`src/rtl/tdm_demux_pkg.sv`:
```
// Shared types and sizing for the 1:8 TDM demultiplexer.
package tdm_demux_pkg;
    typedef enum logic {HUNT = 1'b0, LOCKED = 1'b1} state_t;
    localparam int NUM_SLOTS = 8;
    localparam int SLOT_W    = 3;
endpackage

```
`src/rtl/tdm_demux_1x8_demux_2.sv`:
```
// 1:2 write-enable demux; one node of the slot-decode tree.
module demux_2 (
    input  logic       en,
    input  logic       s,
    output logic [1:0] y
);
    assign y[0] = en & ~s;
    assign y[1] = en &  s;
endmodule

```
`src/rtl/tdm_demux_1x8.sv`:
```
// 1:8 time-division demultiplexer: slot words gathered in a shadow buffer, frame
// transferred atomically to y. Define TDM_DEMUX_SYNC_CHECK_EN to enable framing checks.
module tdm_demux_1x8
    import tdm_demux_pkg::*;
#(
    parameter int WIDTH = 1
) (
    input  logic                       clk,
    input  logic                       rst,
    input  logic [WIDTH-1:0]           din,
    input  logic                       din_valid,
    input  logic                       frame_sync,
    output logic [NUM_SLOTS*WIDTH-1:0] y,
    output logic                       y_valid,
    output logic                       locked,
    output logic                       sync_err
);
    state_t                              state, state_next;
    logic [SLOT_W-1:0]                   slot, slot_next, wr_slot;
    logic                                wr_en;
    logic                                err_next;
    logic [1:0]                          lvl1;
    logic [3:0]                          lvl2;
    logic [NUM_SLOTS-1:0]                slot_en;
    logic [NUM_SLOTS-2:0][WIDTH-1:0]     shadow;

    always_ff @(posedge clk or posedge rst) begin
        if (rst) begin
            state <= HUNT;
            slot  <= '0;
        end else begin
            state <= state_next;
            slot  <= slot_next;
        end
    end

    always_comb begin
        state_next = state;
        slot_next  = slot;
        wr_en      = 1'b0;
        wr_slot    = slot;
        err_next   = 1'b0;
        if (din_valid) begin
            case (state)
                HUNT: begin
                    if (frame_sync) begin
                        wr_en      = 1'b1;
                        wr_slot    = '0;
                        slot_next  = SLOT_W'(1);
                        state_next = LOCKED;
                    end
                end
                default: begin
`ifdef TDM_DEMUX_SYNC_CHECK_EN
                    if (frame_sync && slot != '0) begin
                        // Early sync restarts the frame; the partial one is abandoned.
                        err_next  = 1'b1;
                        wr_en     = 1'b1;
                        wr_slot   = '0;
                        slot_next = SLOT_W'(1);
                    end else if (!frame_sync && slot == '0) begin
                        err_next   = 1'b1;
                        state_next = HUNT;
                    end else begin
                        wr_en     = 1'b1;
                        slot_next = slot + SLOT_W'(1);
                    end
`else
                    wr_en     = 1'b1;
                    slot_next = slot + SLOT_W'(1);
`endif
                end
            endcase
        end
    end

    // Three-level decode: slot[2] at the root, slot[0] at the leaves.
    demux_2 u_root (.en(wr_en), .s(wr_slot[2]), .y(lvl1));

    for (genvar i = 0; i < 2; i++) begin : g_mid
        demux_2 u_mid (.en(lvl1[i]), .s(wr_slot[1]), .y(lvl2[2*i +: 2]));
    end

    for (genvar i = 0; i < 4; i++) begin : g_leaf
        demux_2 u_leaf (.en(lvl2[i]), .s(wr_slot[0]), .y(slot_en[2*i +: 2]));
    end

    // Slot 7 never lands in the shadow: it completes the frame straight into y.
    always_ff @(posedge clk or posedge rst) begin
        if (rst) begin
            shadow   <= '0;
            y        <= '0;
            y_valid  <= 1'b0;
            sync_err <= 1'b0;
        end else begin
            for (int k = 0; k < NUM_SLOTS-1; k++)
                if (slot_en[k]) shadow[k] <= din;
            if (slot_en[NUM_SLOTS-1]) y <= {din, shadow};
            y_valid  <= slot_en[NUM_SLOTS-1];
            sync_err <= err_next;
        end
    end

    assign locked = (state == LOCKED);
endmodule

```
`config.mk`:
```
export PLATFORM = sky130hd
export DESIGN_NAME = tdm_demux_1x8
export DESIGN_NICKNAME = d
export VERILOG_FILES = /design/src/rtl/tdm_demux_pkg.sv /design/src/rtl/tdm_demux_1x8_demux_2.sv /design/src/rtl/tdm_demux_1x8.sv
export SDC_FILE = /design/constraint.sdc
export NUM_CORES = 1
export LEC_CHECK = 0
export BUFFER_PORTS_ARGS = -buffer_cell sky130_fd_sc_hd__buf_2
export CORE_UTILIZATION = 52
export DETAILED_ROUTE_END_ITERATION = 12
export PLACE_DENSITY = 0.75
export SETUP_SLACK_MARGIN = 0.2
export SYNTH_ARGS = -nofsm -noshare
export SYNTH_HDL_FRONTEND = slang
export SYNTH_SLANG_ARGS = --single-unit
```
`constraint.sdc`:
```
create_clock -name clk -period 1.57 [get_ports clk]
set_input_delay 0.157 -clock clk [delete_from_list [all_inputs] [get_ports clk]]
set_output_delay 0.157 -clock clk [all_outputs]
set_load 0.03 [all_outputs]
```
==> metrics <==
outcome=complete, no violations; top cell type's share of synthesized area=0.576; Min-Delay Path Class=input pin to register; Crit Path Class=register to register; complex-gate fraction of the synthesized area=0.0532; Area Overhead vs Synth=16.3%; Synth Warn #=0; final period utilization=0.824; CP required=1.77 ns; fin nets=88; reg2reg setup slack=0.28 ns; worst-path maximum fanout=7; Final Util=0.656; Final Skew=0.00147 ns; Distinct cells, synth=22; Synth Flop Type=dfrtp_1; root buf cell=clkbuf_4; top post-synthesis cells by area=dfrtp_1 (58%), mux2_2 (18%), nor2_8 (2.3%); Mapped Nets=68; setup TNS=0 ns; Post-Synth XOR/XNOR Area=0; reg2reg end=shadow[0]; Post-Synth Simple-Gate Area=0.129; Wirelength per Cell=14.2 um; GPL Wtd Cong=0.845; total wire length=1.38 mm; CP endpoint kind=register; Non-Filler Instances=97; CTS tree=yes; Fin. Hold Viols=0; die area=1840 um2; RSZ-0062 raised after global routing=no; DR vias=556; vias per cell=5.73; maxcap violations=0; synthesized instance count=62; Post-Syn Area=870 um2; vias in the first global route=584; Die Y=42.9 um; leading area contributor after synthesis=dfrtp_1; pwr/cell area=1920 nW/um2; CTS Buffer Depth=2; post-route ant nets=0; mux contribution to synthesized area=0.206; Initial DRC Count=3; Critical Path Sink=shadow[0]; maximum clock frequency=773 MHz; Clock Pin Slew Worst Setup and Hold Paths=0.11 ns; largest net degree at the start of global routing=13; global route total overflow=0; synth cell count leaders=dfrtp_1 (20), mux2_2 (14), nor3_1 (4), nand2_1 (3); main combinational cell family by area after synthesis=multiplexers; first-pass GRT wire length=2.53 mm; Initial Utilization=0.564; Data arrival, critical path=1.49 ns; reg2reg start=slot[2]; detailed-router iteration count before antenna repair=4; I/O pin cnt=16; TritonCTS Buffers=3; worst ir drop on vdd=1120 uV; core area=1540 um2; hold_sp=frame_sync; Slew Limit Fails=0; Syn Area/Cell=14.0 um2; ant diodes=0; share of layout cells above drive strength 1=0.531; DP HPWL=1.00 mm; buffers added on ports=14; Leakage Power=0.480 nW; ys async rst share=1.00; worst-skew pair later-pin latency=0.31 ns; GRT Total Usage=0.197; Residual DRC=0; worst hold margin=0.0884 ns; crit path from=slot[2]; Fillers=121; Worst setup SP type=register; number of synthesized flops with an enable pin=0; CTS sink count=20; Seq/Total Area, Yosys=0.576; register bit total from synthesis=20; initial antenna violation count=0; CTS H-Tree Depth=1; most common cell in the netlist=dfrtp_1; R2R cell count=3; Core Rows=14; Synth Area in Adders=0.0144; placed insts=92; Die X=42.9 um; setup violators final=0; Tmin final=1.29 ns
[logic make-up after synthesis]
group / Yosys count
fa+ha+maj: 1
flops: 20
buf+inv: 3
compound gates: 6
simple gates: 15
other cells: 1
mux: 16
[cell usage in the layout, fill, tap and decap left out]
| cell | instances |
|---|---|
| nor3_1 | 4 |
| buf_2 | 14 |
| a21boi_0 | 1 |
| mux2i_1 | 1 |
| buf_4 | 1 |
| nand2b_1 | 2 |
| a32o_1 | 1 |
| o21ai_0 | 1 |
| clkbuf_4 | 3 |
| dfrtp_2 | 4 |
| mux2_2 | 14 |
| nand3_4 | 1 |
| nand2_1 | 3 |
| dfrtp_1 | 16 |
| dlygate4sd3_1 | 1 |
| inv_1 | 2 |
| o21ai_1 | 1 |
| ha_1 | 1 |
| a22o_2 | 1 |
| nor2_8 | 1 |
| nor4b_2 | 1 |
| nor2_1 | 2 |
| and2b_2 | 1 |
| a21o_2 | 1 |
| clkbuf_8 | 1 |
| conb_1 | 1 |
| mux2_1 | 1 |
[state kept, by name (all words and copies together) (netlist names)]
register,count
y_valid,1
slot,3
locked,1
y,8
shadow,7
[layout make-up]
type                    instances  area [um2]  share of cell area
clock buffers                   4        36.3              0.0359
inverters                       2        7.51             0.00743
multi-input cells              39         354               0.350
flip-flops and latches         20         505               0.500
well taps                      16        20.0              0.0198
repair buffers                 16        87.6              0.0866
[report_power, final]
group	switching [W]	internal, W
Clock	0.000160	0.000142
Sequential	0.000149	0.000745
Combinational	0.000419	0.000331
[through the flow]
| stage | setup WS, ns | total power (W) | area (um2) |
|---|---|---|---|
| after floorplan | 0.263 | 0.00146 | 871 |
| after global placement | 0.222 | 0.00162 | 961 |
| after detailed placement | 0.204 | 0.00166 | 961 |
| after CTS | 0.218 | 0.00196 | 1010 |
| after global routing | 0.205 | 0.00207 | 1010 |
| final | 0.276 | 0.00195 | 1010 |
[metal layers]
metal | GRT usage | wire length, um
met3 | 0.0638 | 55
met1 | 0.238 | 614
met5 | 0 | 0
met2 | 0.297 | 674
met4 | 0.131 | 38
[how the worst min path moves through the flow]
stage	to	cells after the start	slack (ns)
finish	locked	2	0.09
global route	locked	2	0.07
global placement	y_valid	2	0.18
detailed placement	y_valid	2	0.18
floorplan	shadow[0]	1	0.12
CTS	locked	2	0.08
[critical path: stages (launching register included)]
cell and delay, ns:
dfrtp_2 0.47, nor4b_2 0.30, o21ai_1 0.11, mux2_1 0.31
[timing repair]
action,in CTS,in global routing
hold endpoints to repair,11,0
gates resized for setup,1,2
hold buffers,1,0
setup buffers,0,0
setup endpoints to repair,8,11
Note: power is estimated with default switching activity, not from simulation.
